$ cat config.mk
export PLATFORM = sky130hd
export DESIGN_NAME = cpc_pal_sync_gen
export DESIGN_NICKNAME = d
export VERILOG_FILES = /design/src/rtl/cpc_pal_sync_gen.sv
export SDC_FILE = /design/constraint.sdc
export NUM_CORES = 1
export LEC_CHECK = 0
export BUFFER_PORTS_ARGS = -buffer_cell sky130_fd_sc_hd__buf_2
export CAP_MARGIN = 20
export CORE_MARGIN = 2
export CORE_UTILIZATION = 51
export DETAILED_ROUTE_END_ITERATION = 8
export PLACE_DENSITY = 0.81
export SETUP_SLACK_MARGIN = 0.15
export SLEW_MARGIN = 25
export SYNTH_ARGS = -nofsm -noshare
export SYNTH_HDL_FRONTEND = slang
export SYNTH_SLANG_ARGS = --single-unit
$ cat constraint.sdc
create_clock -name clkvideo -period 3.91 [get_ports clkvideo]
set_clock_uncertainty 0.2 [all_clocks]
set_input_delay 0 -clock clkvideo [delete_from_list [all_inputs] [get_ports clkvideo]]
set_output_delay 0 -clock clkvideo [all_outputs]
set_load 0.02 [all_outputs]
$ cat src/rtl/cpc_pal_sync_gen.sv
// cpc_pal_sync_gen
//   15 kHz PAL-style raster timing generator for the clkvideo domain.
//   Produces hsync_n, vsync_n and a composite csync_n that carries
//   equalising and broad (serrated) pulses around vertical sync. It also
//   exports the raster counters for the pixel fetch logic and blanks the
//   incoming 3:3:3 RGB outside the active window.
//
// Ports
//   clkvideo    : pixel-domain clock
//   rst         : synchronous active-high reset (priority over ce)
//   ce          : pixel enable; all registers advance only when high
//   ri/gi/bi    : 3-bit RGB from the fetch logic
//   hcount      : current column, 0..H_TOTAL-1
//   vcount      : current line, 0..V_TOTAL-1
//   display_en  : high inside the active window
//   hsync_n     : horizontal sync, active low
//   vsync_n     : vertical sync, active low
//   csync_n     : composite sync, active low
//   ro/go/bo    : RGB forced to black outside the active window
//   frame_start : high while hcount=0 and vcount=0
module cpc_pal_sync_gen #(
    parameter int H_TOTAL     = 768,
    parameter int HSYNC_W     = 56,
    parameter int EQ_W        = 28,
    parameter int H_ACT_START = 128,
    parameter int H_ACTIVE    = 576,
    parameter int V_TOTAL     = 312,
    parameter int VSYNC_LINES = 3,
    parameter int EQ_LINES    = 3,
    parameter int V_ACT_START = 32,
    parameter int V_ACTIVE    = 272
) (
    input  logic       clkvideo,
    input  logic       rst,
    input  logic       ce,
    input  logic [2:0] ri,
    input  logic [2:0] gi,
    input  logic [2:0] bi,
    output logic [9:0] hcount,
    output logic [8:0] vcount,
    output logic       display_en,
    output logic       hsync_n,
    output logic       vsync_n,
    output logic       csync_n,
    output logic [2:0] ro,
    output logic [2:0] go,
    output logic [2:0] bo,
    output logic       frame_start
);

    localparam logic [9:0] HT_LAST      = 10'(H_TOTAL - 1);
    localparam logic [9:0] HALF_LINE    = 10'(H_TOTAL / 2);
    localparam logic [9:0] HS_WIDTH     = 10'(HSYNC_W);
    localparam logic [9:0] EQ_WIDTH     = 10'(EQ_W);
    localparam logic [9:0] BROAD_WIDTH  = 10'(H_TOTAL / 2 - HSYNC_W);
    localparam logic [9:0] HA_START     = 10'(H_ACT_START);
    localparam logic [9:0] HA_END       = 10'(H_ACT_START + H_ACTIVE);
    localparam logic [8:0] VT_LAST      = 9'(V_TOTAL - 1);
    localparam logic [8:0] VS_END       = 9'(VSYNC_LINES);
    localparam logic [8:0] POST_EQ_END  = 9'(VSYNC_LINES + EQ_LINES);
    localparam logic [8:0] PRE_EQ_START = 9'(V_TOTAL - EQ_LINES);
    localparam logic [8:0] VA_START     = 9'(V_ACT_START);
    localparam logic [8:0] VA_END       = 9'(V_ACT_START + V_ACTIVE);

    typedef enum logic [1:0] {
        LINE_NORMAL,
        LINE_VSYNC,
        LINE_POST_EQ,
        LINE_PRE_EQ
    } line_region_t;

    logic [9:0]   h_next;
    logic [8:0]   v_next;
    logic [9:0]   hpos;
    line_region_t region;
    logic         hsync_next;
    logic         vsync_next;
    logic         csync_next;
    logic         de_next;
    logic         fs_next;
    logic [8:0]   rgb_next;

    // Everything is decoded from the position being entered, so the
    // registered outputs line up with the counters presented alongside them.
    always_comb begin
        h_next = hcount;
        v_next = vcount;
        if (hcount == HT_LAST) begin
            h_next = '0;
            if (vcount == VT_LAST) begin
                v_next = '0;
            end else begin
                v_next = vcount + 9'd1;
            end
        end else begin
            h_next = hcount + 10'd1;
        end

        // Position within the current half line; serration and equalising
        // pulses repeat every half line.
        if (h_next >= HALF_LINE) begin
            hpos = h_next - HALF_LINE;
        end else begin
            hpos = h_next;
        end

        if (v_next < VS_END) begin
            region = LINE_VSYNC;
        end else if (v_next < POST_EQ_END) begin
            region = LINE_POST_EQ;
        end else if (v_next >= PRE_EQ_START) begin
            region = LINE_PRE_EQ;
        end else begin
            region = LINE_NORMAL;
        end

        hsync_next = !(h_next < HS_WIDTH);
        vsync_next = !(v_next < VS_END);

        case (region)
            LINE_VSYNC:   csync_next = !(hpos < BROAD_WIDTH);
            LINE_POST_EQ: csync_next = !(hpos < EQ_WIDTH);
            LINE_PRE_EQ:  csync_next = !(hpos < EQ_WIDTH);
            default:      csync_next = hsync_next;
        endcase

        de_next  = (h_next >= HA_START) && (h_next < HA_END) &&
                   (v_next >= VA_START) && (v_next < VA_END);
        fs_next  = (h_next == '0) && (v_next == '0);
        rgb_next = de_next ? {ri, gi, bi} : '0;
    end

    // Reset parks the raster on its last position; the outputs below are
    // exactly the decode of that position, so the first ce enters (0,0)
    // without a glitch.
    always_ff @(posedge clkvideo) begin
        if (rst) begin
            hcount      <= HT_LAST;
            vcount      <= VT_LAST;
            hsync_n     <= 1'b1;
            vsync_n     <= 1'b1;
            csync_n     <= 1'b1;
            display_en  <= 1'b0;
            frame_start <= 1'b0;
            ro          <= '0;
            go          <= '0;
            bo          <= '0;
        end else if (ce) begin
            hcount       <= h_next;
            vcount       <= v_next;
            hsync_n      <= hsync_next;
            vsync_n      <= vsync_next;
            csync_n      <= csync_next;
            display_en   <= de_next;
            frame_start  <= fs_next;
            {ro, go, bo} <= rgb_next;
        end
    end

endmodule

==> run_results.csv, run 1 <==
group,metric,value,unit
grt,grt_overflow_total,0,
sta,layout_worst_path_cycle_share,90.5,%
sta,layout_min_cycle_time,3540,ps
synthesis,postSynth.topFlopCell,"sky130_fd_sc_hd__dfxtp_1",
flow_run,maxCapViolCount,0,
grt,globalRoute.busiestLayer,"met2",
clock_tree,cts_buffers,5,
sta,timing.final.setup_violations,0,
sta,least_margin_pin_slew,602,ps
power,share_comb_of_total_power,40.4,%
drt,average_wire_per_cell_in_the_routed_design,15.1,um
die,total_core_area,3970,um2
clock_tree,worst_skew_late_latency,300,ps
grt,globalRouteTotalUtil,24.7,%
synthesis,synth_area,2100,um2
place,detailed_place.area,2290,um2
sta,timing.max_slew.rel_slack,59.7,%
synthesis,post-synth-top-area-cell,"sky130_fd_sc_hd__dfxtp_1",
sta,maxSlewViolCount,0,
synthesis,synth-seq-cells,33,
synthesis,yosys.area_share.simple,25.3,%
synthesis,largest_family_of_logic_cells_by_synthesized_area,"compound AO/OA/AOI/OAI gates",
synthesis,post_synth_mux_area_share,1.49,%
grt,groute.layer.met3.usage,5.76,%
drt,detail_route.iter0.violations,182,
clock_tree,cts_tree,"yes",
synthesis,synth_compound_gate_area_share,28.1,%
synthesis,synth-adder-area-share,2.38,%
synthesis,post_synth_xor_area_fraction,5.00,%
power,seq_power_share,36.6,%
run_status,run_status,"complete, no violations",
synthesis,synthesis.yosys.warnings,0,
die,design.portCount,45,
final_layout,final_area,2500,um2
synthesis,synth.top_cell.area_share,31.4,%
clock_tree,clkSinkCount,33,
power,power_leakage,1.02,nW
synthesis,synth_edf_count,0,
grt,antenna_violations_before_repair,0,
die,fp.dieH,68.2,um
die,die_width,68.2,um
grt,met1_track_demand_over_resource,31.7,%
setup_path,timing.setup.critical_path_class,"register to register",
clock_tree,cts.path.max_buffers,2,
drt,first_pass_iters,4,
setup_path,worstSetupStartpointType,"register",
setup_path,slowest_stage_cell_crit_path,"sky130_fd_sc_hd__and4_1",
synthesis,synth.top_cells.by_area,"sky130_fd_sc_hd__dfxtp_1, sky130_fd_sc_hd__o21ai_0, sky130_fd_sc_hd__nand2_1, sky130_fd_sc_hd__a22o_1, sky130_fd_sc_hd__a21oi_1",
power,p_per_area,461,nW/um2
grt,wire_length_of_the_first_global_routing_pass,8580,um
drt,vias,2137,
final_layout,antennaDiodeCount,0,
setup_path,critical_path_endpoint_category,"register",
power,switching_share,41.1,%
sta,rsz_0062_raised_after_global_routing,"no",
die,initial_utilization,53.0,%
synthesis,synth.lib_cells_used.distinct,59,
synthesis,synth_fp_nets,273,
place,place.port_buffers,44,
grt,pin_count_of_the_biggest_net_entering_global_routing,24,
setup_path,path_common_cell,"sky130_fd_sc_hd__ha_1",
grt,groute.layer.met2.usage,39.6,%
setup_path,critPathRequiredTime,3900,ps
clock_tree,cts.reportedPaths.clkPinSlew,70,ps
setup_path,cp.arrival,3530,ps
synthesis,synth.yosys.seq_area_share,31.4,%
die,site_row_count,23,
sta,fin_tns_setup,0,ps
synthesis,syn-mean-instance-area,8.18,um2
final_layout,fin_nets,321,
sta,final-hold-violation-count,0,
synthesis,synth_cells,257,
clock_tree,cts.repair.resized,0,
sta,fin_worst_hold_slack,255,ps
die,floorplan.die_area,4650,um2
clock_tree,clock-root-buffer,"sky130_fd_sc_hd__clkbuf_8",
final_layout,fill_cells,335,
synthesis,ys_async_sr_fraction,0,%
grt,first_global_vias,1878,
sta,maxClockFrequency,0.283,GHz
worst_hold_path,hold_path.class,"primary input to register",
sta,setup_slack,373,ps
drt,ant_nets,0,
power,net_switching_power_figure,475,uW
final_layout,fraction_of_layout_cells_with_a_size_suffix_above_1,20.9,%
drt,drt_drc_violations_left,0,
setup_path,slowest_delay,440,ps
place,gp_congestion,0.882,
setup_path,worstPathCellList,"ha_1, and4_1, a221oi_1, a211oi_2, inv_1, ha_1, o21ai_0, o211ai_1, mux2i_1, nand3_1, mux2_1, a31o_1",
final_layout,flow.area_growth_from_synthesis,19.1,%
power,power.clock.fraction,23.0,%
power,vdd_ir_drop_max,0.305,mV
power,power,1.16,mW
setup_path,ff2ff_setup_slack,370,ps
setup_path,critical_path.max_fanout,10,
drt,drt-total-wl,5370,um
drt,vias_per_inst,6.00,
place,dp_worst_setup_slack,371,ps
clock_tree,cts_htree_levels,2,
place,post-dp-hpwl,3540,um
power,internal_power,681,uW
==> repair_timing <==
item,in CTS,in global routing
hold buffers,11,0
endpoints found under the hold margin,20,0
endpoints found under the setup margin,0,1
setup buffers,0,2
==> kinds of logic after synthesis <==
kind of cell,count (synthesis)
buffers and inverters,24
and+or+nand+nor,96
xor gates and xnor gates,12
muxes,3
DFF,33
adders and majority gates,4
AOI/OAI and AO/OA,85
==> cells in the final DEF, fill, tap and decap left out, types with 2 or more instances in the layout <==
master	instances
sky130_fd_sc_hd__dlygate4sd3_1	11
sky130_fd_sc_hd__buf_2	44
sky130_fd_sc_hd__xnor2_1	6
sky130_fd_sc_hd__o21ai_0	21
sky130_fd_sc_hd__nor4_1	4
sky130_fd_sc_hd__nand4_1	9
sky130_fd_sc_hd__a31oi_1	2
sky130_fd_sc_hd__a22o_1	9
sky130_fd_sc_hd__dfxtp_1	33
sky130_fd_sc_hd__a21oi_1	15
sky130_fd_sc_hd__nor2_1	15
sky130_fd_sc_hd__o31ai_1	5
sky130_fd_sc_hd__and4_1	4
sky130_fd_sc_hd__inv_1	6
sky130_fd_sc_hd__o22ai_1	2
sky130_fd_sc_hd__buf_4	3
sky130_fd_sc_hd__ha_1	4
sky130_fd_sc_hd__a21boi_0	2
sky130_fd_sc_hd__nor2b_1	2
sky130_fd_sc_hd__nand3_1	15
sky130_fd_sc_hd__o211a_1	2
sky130_fd_sc_hd__nand2_1	23
sky130_fd_sc_hd__a211oi_1	3
sky130_fd_sc_hd__and3_1	3
sky130_fd_sc_hd__xor2_1	6
sky130_fd_sc_hd__mux2i_1	2
sky130_fd_sc_hd__nor3_1	6
sky130_fd_sc_hd__a2bb2oi_1	2
sky130_fd_sc_hd__o211ai_1	8
sky130_fd_sc_hd__or3_1	3
sky130_fd_sc_hd__clkbuf_8	5
sky130_fd_sc_hd__clkinvlp_4	3
==> flip-flops by register name, indices dropped and copies added, names as in the netlist <==
name	cells
display_en	1
hcount	10
frame_start	1
vcount	9
bo	3
hsync_n	1
csync_n	1
go	3
vsync_n	1
ro	3
==> metrics by stage <==
step / utilization [%] / cells
4_1_cts: 62.7 / 354
5_1_grt: 63.1 / 356
3_3_place_gp: 57.6 / 335
3_5_place_dp: 57.6 / 335
6_report: 63.1 / 356
2_1_floorplan: - / 257
==> final cells by class <==
class	instances	area, um2	share of cell area (%)
clock buffer	5	68.8	2.75
timing repair buffer	58	353	14.1
multi-input combinational	200	1310	52.3
sequential	33	661	26.4
inverter	7	26.3	1.05
clock inverter	3	22.5	0.899
tap	50	62.6	2.50
==> layer usage <==
| layer | vias to the layer above | part of all wire (%) |
|---|---|---|
| li1 | 1070 | - |
| met5 | - | 0 |
| met3 | 8 | 5.5 |
| met2 | 66 | 47 |
| met1 | 993 | 46 |
| met4 | 0 | 1.9 |
==> power by group through the flow <==
stage	Combinational [mW]	Sequential, mW	Clock [mW]
floorplan	0.336	0.441	0
global placement	0.428	0.427	0
detailed placement	0.437	0.428	0
CTS	0.449	0.421	0.270
global route	0.513	0.429	0.280
finish	0.466	0.423	0.266
==> cells in the mapped netlist (3+ instances only) <==
library cell and instances:
sky130_fd_sc_hd__clkbuf_1 5, sky130_fd_sc_hd__inv_1 6, sky130_fd_sc_hd__or3_1 3, sky130_fd_sc_hd__o31ai_1 5, sky130_fd_sc_hd__and3_1 3, sky130_fd_sc_hd__nand2_1 23
sky130_fd_sc_hd__buf_4 3, sky130_fd_sc_hd__a21oi_1 15, sky130_fd_sc_hd__o211ai_1 8, sky130_fd_sc_hd__and4_1 4, sky130_fd_sc_hd__dfxtp_1 33, sky130_fd_sc_hd__xnor2_1 6
sky130_fd_sc_hd__xor2_1 6, sky130_fd_sc_hd__buf_2 6, sky130_fd_sc_hd__ha_1 4, sky130_fd_sc_hd__nor2_1 15, sky130_fd_sc_hd__nor3_1 6, sky130_fd_sc_hd__buf_6 3
sky130_fd_sc_hd__a211oi_1 3, sky130_fd_sc_hd__o21ai_0 21, sky130_fd_sc_hd__nand3_1 15, sky130_fd_sc_hd__a22o_1 9, sky130_fd_sc_hd__nor4_1 4, sky130_fd_sc_hd__nand4_1 9
==> final timing paths <==
| path | startpoint | endpoint | cells after the start |
|---|---|---|---|
| min | gi[2] | go[2]$_SDFFE_PP0P_ | 3 |
| max | hcount[1]$_SDFFE_PP1P_ | csync_n$_SDFFE_PP1P_ | 12 |
| min reg2reg | bo[2]$_SDFFE_PP0P_ | bo[2]$_SDFFE_PP0P_ | 1 |
| max reg2reg | hcount[1]$_SDFFE_PP1P_ | csync_n$_SDFFE_PP1P_ | 12 |
==> critical path, delay by kind of cell (launching register included) <==
| family | cells | cell delay (ps) |
|---|---|---|
| adder cells (fa/ha/maj) | 2 | 630 |
| multiplexers | 2 | 460 |
| AND/OR/NAND/NOR | 2 | 530 |
| AO/OA/AOI/OAI | 5 | 1030 |
| buffers and inverters | 1 | 160 |
| flip-flops | 1 | 420 |
No activity file was read; power rests on OpenSTA's default activity.
==> inputs of run 2 (changes only) <==
- REMOVE_ABC_BUFFERS: default -> 1
==> run_results.csv, run 2 (synthesized netlist as in run 1, its figures left out) <==
group,metric,value,unit
run_status,run_status,"complete, no violations",
sta,timing.max_slew.rel_slack,62.8,%
setup_path,worstSetupStartpointType,"register",
power,vdd_ir_drop_max,0.268,mV
grt,grt_overflow_total,0,
final_layout,final_cell_mix,"sky130_fd_sc_hd__buf_2, sky130_fd_sc_hd__dfxtp_1, sky130_fd_sc_hd__nand2_1, sky130_fd_sc_hd__o21ai_0",
clock_tree,worst_skew_late_latency,300,ps
die,initial_utilization,53.0,%
final_layout,final_area,2500,um2
sta,final-hold-violation-count,0,
sta,layout_worst_path_cycle_share,88.0,%
sta,setup_slack,468,ps
die,total_core_area,3970,um2
clock_tree,cts.reportedPaths.clkPinSlew,70,ps
final_layout,antennaDiodeCount,0,
die,design.portCount,45,
setup_path,timing.setup.critical_path_class,"register to register",
setup_path,cp.arrival,3430,ps
clock_tree,cts_tree,"yes",
power,power_leakage,1.03,nW
sta,layout_min_cycle_time,3440,ps
drt,drt_drc_violations_left,0,
clock_tree,cts_buffers,5,
final_layout,fill_cells,347,
setup_path,r2r-start,"hcount[1]$_SDFFE_PP1P_",
clock_tree,cts.path.max_buffers,2,
final_layout,layout_commonest_cell,"sky130_fd_sc_hd__buf_2",
die,floorplan.die_area,4650,um2
setup_path,startpoint,"hcount[1]$_SDFFE_PP1P_",
sta,fin_tns_setup,0,ps
power,p_per_area,459,nW/um2
drt,average_wire_per_cell_in_the_routed_design,15.2,um
final_layout,fraction_of_layout_cells_with_a_size_suffix_above_1,20.8,%
place,gp_congestion,0.902,
drt,detail_route.iter0.violations,174,
place,detailed_place.area,2290,um2
place,dp_worst_setup_slack,369,ps
final_layout,largest_register_by_flop_count,"hcount",
die,fp.dieH,68.2,um
final_layout,multi_input_comb_area,1310,um2
final_layout,flow.area_growth_from_synthesis,19.0,%
setup_path,critPathRequiredTime,3900,ps
final_layout,fin_nets,322,
grt,first_global_vias,1880,
sta,timing.final.setup_violations,0,
clock_tree,cts_htree_levels,2,
final_layout,largest_register_ff_count,10,
grt,pin_count_of_the_biggest_net_entering_global_routing,24,
setup_path,critical_path.max_fanout,10,
drt,ant_nets,0,
setup_path,critical_path.reg2reg.endpoint,"csync_n$_SDFFE_PP1P_",
setup_path,critical_path_endpoint_category,"register",
clock_tree,clkSinkCount,33,
setup_path,ff2ff_setup_slack,470,ps
sta,fin_worst_hold_slack,257,ps
setup_path,worstSetupEndpoint,"csync_n$_SDFFE_PP1P_",
drt,vias_per_inst,6.14,
die,die_width,68.2,um
grt,globalRouteTotalUtil,25.1,%
drt,first_pass_iters,4,
flow_run,maxCapViolCount,0,
grt,wire_length_of_the_first_global_routing_pass,8770,um
final_layout,largestRegisters,"hcount: 10 flops, vcount: 9 flops",
place,place.port_buffers,44,
die,site_row_count,23,
clock_tree,clock-root-buffer,"sky130_fd_sc_hd__clkbuf_8",
final_layout,register_area,661,um2
place,post-dp-hpwl,3700,um
sta,maxClockFrequency,0.291,GHz
sta,maxSlewViolCount,0,
drt,drt-total-wl,5440,um
drt,vias,2192,
worst_hold_path,hold_path.class,"primary input to register",
sta,least_margin_pin_slew,556,ps
grt,antenna_violations_before_repair,0,
setup_path,logic_depth_of_the_worst_register_to_register_path,13,
sta,rsz_0062_raised_after_global_routing,"no",
[run 2: cell count changes in the layout (fill, tap and decap cells not counted), sizes merged]
cell      before  now
clkinv         1    3
clkinvlp       3    0
buf           47   48
clkbuf         5    6
[run 2: stage by stage]
step / power, mW / util (%) / std cells
2_1_floorplan: 0.749 / - / 240
3_3_place_gp: 0.858 / 57.6 / 335
3_5_place_dp: 0.867 / 57.6 / 335
4_1_cts: 1.13 / 62.5 / 354
5_1_grt: 1.22 / 63.0 / 357
6_report: 1.15 / 63.0 / 357
[run 2: final cells by class]
class | count | share of cell area [%]
clock inverters | 2 | 0.400
flip-flops and latches | 33 | 26.4
well taps | 50 | 2.50
inverters | 7 | 1.05
repair buffers | 59 | 14.4
multi-input cells | 200 | 52.4
clock buffers | 6 | 2.90
[run 2: what timing repair did]
action / CTS / global route
buffers inserted: 0 / 3
endpoints found under the setup margin: 0 / 1
endpoints found under the hold margin: 21 / 0
gates resized for setup: 0 / 0
hold buffers: 11 / 0
[run 2: how the worst min path moves through the flow]
stage | start | endpoint | slack [ps] | cells after the start
2_1_floorplan | rst | display_en$_SDFFE_PP0P_ | -130 | 1
3_3_place_gp | bi[2] | bo[2]$_SDFFE_PP0P_ | 20 | 2
3_5_place_dp | bi[0] | bo[0]$_SDFFE_PP0P_ | 20 | 2
4_1_cts | ri[2] | ro[2]$_SDFFE_PP0P_ | 250 | 3
5_1_grt | gi[0] | go[0]$_SDFFE_PP0P_ | 270 | 3
6_report | bi[2] | bo[2]$_SDFFE_PP0P_ | 260 | 3
[run 2: report_power, final]
part	switching [mW]	internal, mW
Clock	0.129	0.123
Sequential	0.0549	0.368
Combinational	0.282	0.192
Total	0.465	0.684
[run 2: worst max-delay path: stages, from the launching register on]
cell                       delay (ps)
sky130_fd_sc_hd__dfxtp_1          420
sky130_fd_sc_hd__ha_1             380
sky130_fd_sc_hd__and4_1           440
sky130_fd_sc_hd__a221oi_1         150
sky130_fd_sc_hd__a211oi_2         220
sky130_fd_sc_hd__buf_4            170
sky130_fd_sc_hd__inv_1             90
sky130_fd_sc_hd__ha_1             240
sky130_fd_sc_hd__o21ai_0          110
sky130_fd_sc_hd__o211ai_1         130
sky130_fd_sc_hd__mux2i_1          200
sky130_fd_sc_hd__nand3_1           90
sky130_fd_sc_hd__mux2_1           290
sky130_fd_sc_hd__a31o_1           200
[run 2: routing by layer]
metal,share of wire [%],GRT usage (%),up-vias
met3,5.5,5.10,11
met4,2.0,9.50,0
met1,44,32.8,1027
li1,-,-,1080
met5,0,0,-
met2,48,40.7,74
==> inputs of run 3 (changes only) <==
- PLACE_DENSITY: 0.81 -> 0.85
==> run_results.csv, run 3 (synthesized netlist as in run 1, its figures left out) <==
group,metric,value,unit
power,power_leakage,1.04,nW
run_status,run_status,"complete, no violations",
drt,drt_drc_violations_left,0,
drt,average_wire_per_cell_in_the_routed_design,16.5,um
power,p_per_area,489,nW/um2
die,initial_utilization,53.0,%
place,detailed_place.area,2290,um2
clock_tree,cts.repair.resized,0,
drt,vias_per_inst,6.32,
sta,rsz_0062_raised_after_global_routing,"no",
final_layout,layout_commonest_cell,"sky130_fd_sc_hd__buf_2",
grt,first_global_vias,1955,
grt,pin_count_of_the_biggest_net_entering_global_routing,24,
drt,detail_route.iter0.violations,226,
sta,setup_slack,379,ps
grt,wire_length_of_the_first_global_routing_pass,9430,um
sta,final-hold-violation-count,0,
clock_tree,worst_skew_late_latency,290,ps
drt,drt-total-wl,5890,um
setup_path,timing.critical_path.max_delay_family,"compound AO/OA/AOI/OAI gates",
die,design.portCount,45,
die,fp.dieH,68.2,um
setup_path,r2r-start,"hcount[1]$_SDFFE_PP1P_",
clock_tree,clkSinkCount,33,
setup_path,startpoint,"hcount[1]$_SDFFE_PP1P_",
final_layout,largestRegisters,"hcount: 10 flops, vcount: 9 flops",
setup_path,critical_path_endpoint_category,"register",
setup_path,logic_depth_of_the_worst_register_to_register_path,12,
place,gp_congestion,0.898,
setup_path,critPathRequiredTime,3900,ps
die,total_core_area,3970,um2
sta,maxClockFrequency,0.283,GHz
clock_tree,cts_tree,"yes",
power,vdd_ir_drop_max,0.255,mV
sta,least_margin_pin_slew,608,ps
sta,maxSlewViolCount,0,
sta,layout_min_cycle_time,3530,ps
setup_path,path_common_cell,"sky130_fd_sc_hd__ha_1",
worst_hold_path,hold-path-endpoint,"display_en$_SDFFE_PP0P_",
final_layout,fin_nets,322,
setup_path,critical_path.reg2reg.endpoint,"csync_n$_SDFFE_PP1P_",
clock_tree,cts_htree_levels,2,
place,post-dp-hpwl,3860,um
sta,timing.max_slew.rel_slack,59.3,%
die,floorplan.die_area,4650,um2
setup_path,critical_path.max_fanout,10,
die,die_width,68.2,um
final_layout,final_cell_mix,"sky130_fd_sc_hd__buf_2, sky130_fd_sc_hd__dfxtp_1, sky130_fd_sc_hd__nand2_1, sky130_fd_sc_hd__o21ai_0",
sta,layout_worst_path_cycle_share,90.3,%
worst_hold_path,depth_of_the_worst_hold_timing_path,2,
power,power,1.24,mW
place,dp_worst_setup_slack,348,ps
clock_tree,clock-root-buffer,"sky130_fd_sc_hd__clkbuf_8",
sta,timing.final.setup_violations,0,
die,site_row_count,23,
final_layout,final_area,2540,um2
final_layout,fraction_of_layout_cells_with_a_size_suffix_above_1,21.2,%
final_layout,fill_cells,352,
final_layout,post_layout_nonfiller_instances,357,
setup_path,number_of_buffers_and_inverters_on_the_critical_path,1,
drt,first_pass_iters,5,
final_layout,largest_register_ff_count,10,
setup_path,timing.setup.critical_path_class,"register to register",
setup_path,slowest_stage_cell_crit_path,"sky130_fd_sc_hd__and4_1",
place,dp.cells,335,
grt,grt_overflow_total,0,
final_layout,flow.area_growth_from_synthesis,20.6,%
drt,vias,2256,
place,place.port_buffers,44,
flow_run,maxCapViolCount,0,
clock_tree,cts.reportedPaths.clkPinSlew,80,ps
grt,antenna_violations_before_repair,0,
setup_path,cp.arrival,3520,ps
worst_hold_path,min_from,"display_en$_SDFFE_PP0P_",
setup_path,slowest_delay,450,ps
final_layout,antennaDiodeCount,0,
clock_tree,cts_buffers,5,
worst_hold_path,hold_path.class,"register to register",
final_layout,largest_register_by_flop_count,"hcount",
sta,fin_tns_setup,0,ps
setup_path,worstSetupStartpointType,"register",
grt,globalRouteTotalUtil,26.6,%
setup_path,ff2ff_setup_slack,380,ps
clock_tree,cts.path.max_buffers,2,
setup_path,worstPathCellList,"ha_1, and4_1, a221oi_1, a211oi_2, inv_1, ha_1, o21ai_0, o211ai_1, mux2i_1, nand3_1, mux2_1, a31o_1",
drt,ant_nets,0,
run 3: stage by stage:
step	hold slack [ps]	utilization (%)
after CTS	255	63.3
after detailed placement	18.5	57.6
after global routing	271	63.9
after global placement	17.7	57.6
final	271	63.9
after floorplan	-131	-
run 3: worst max-delay path by stage:
stage,end,slack (ps),depth (start not counted)
finish,csync_n$_SDFFE_PP1P_,380,12
global route,csync_n$_SDFFE_PP1P_,240,12
CTS,csync_n$_SDFFE_PP1P_,320,12
detailed placement,csync_n$_SDFFE_PP1P_,350,12
global placement,csync_n$_SDFFE_PP1P_,570,12
floorplan,csync_n$_SDFFE_PP1P_,440,9
run 3: layout make-up:
cell class              count  area (um2)  area share [%]
multi-input cells         200        1310            51.7
flip-flops and latches     33         661            26.0
inverters                   7        26.3            1.04
clock buffers               5        68.8            2.71
well taps                  50        62.6            2.47
repair buffers             59         360            14.2
clock inverters             3        46.3            1.83
run 3: timing repair:
item	CTS	global route
hold buffers	11	0
buffers inserted	0	3
endpoints found under the hold margin	20	0
endpoints found under the setup margin	0	1
run 3: routing by layer:
metal / vias up / GRT usage, % / share of wire [%] / wire, um
li1: 1073 / - / - / -
met1: 1066 / 35.5 / 44 / 2610
met2: 98 / 41.9 / 48 / 2820
met3: 19 / 5.26 / 5.8 / 341
met4: 0 / 11.0 / 2.0 / 116
met5: - / 0 / 0 / 0
run 3: report_power, final:
group / switching [mW] / internal [mW]
sequential: 0.0564 / 0.368
clock: 0.142 / 0.191
combinational: 0.289 / 0.193
run 3: tightest hold or removal path, stage by stage, from the launching register on:
cell and delay [ps]:
sky130_fd_sc_hd__dfxtp_1 310, sky130_fd_sc_hd__nand2_1 60, sky130_fd_sc_hd__a21oi_1 60
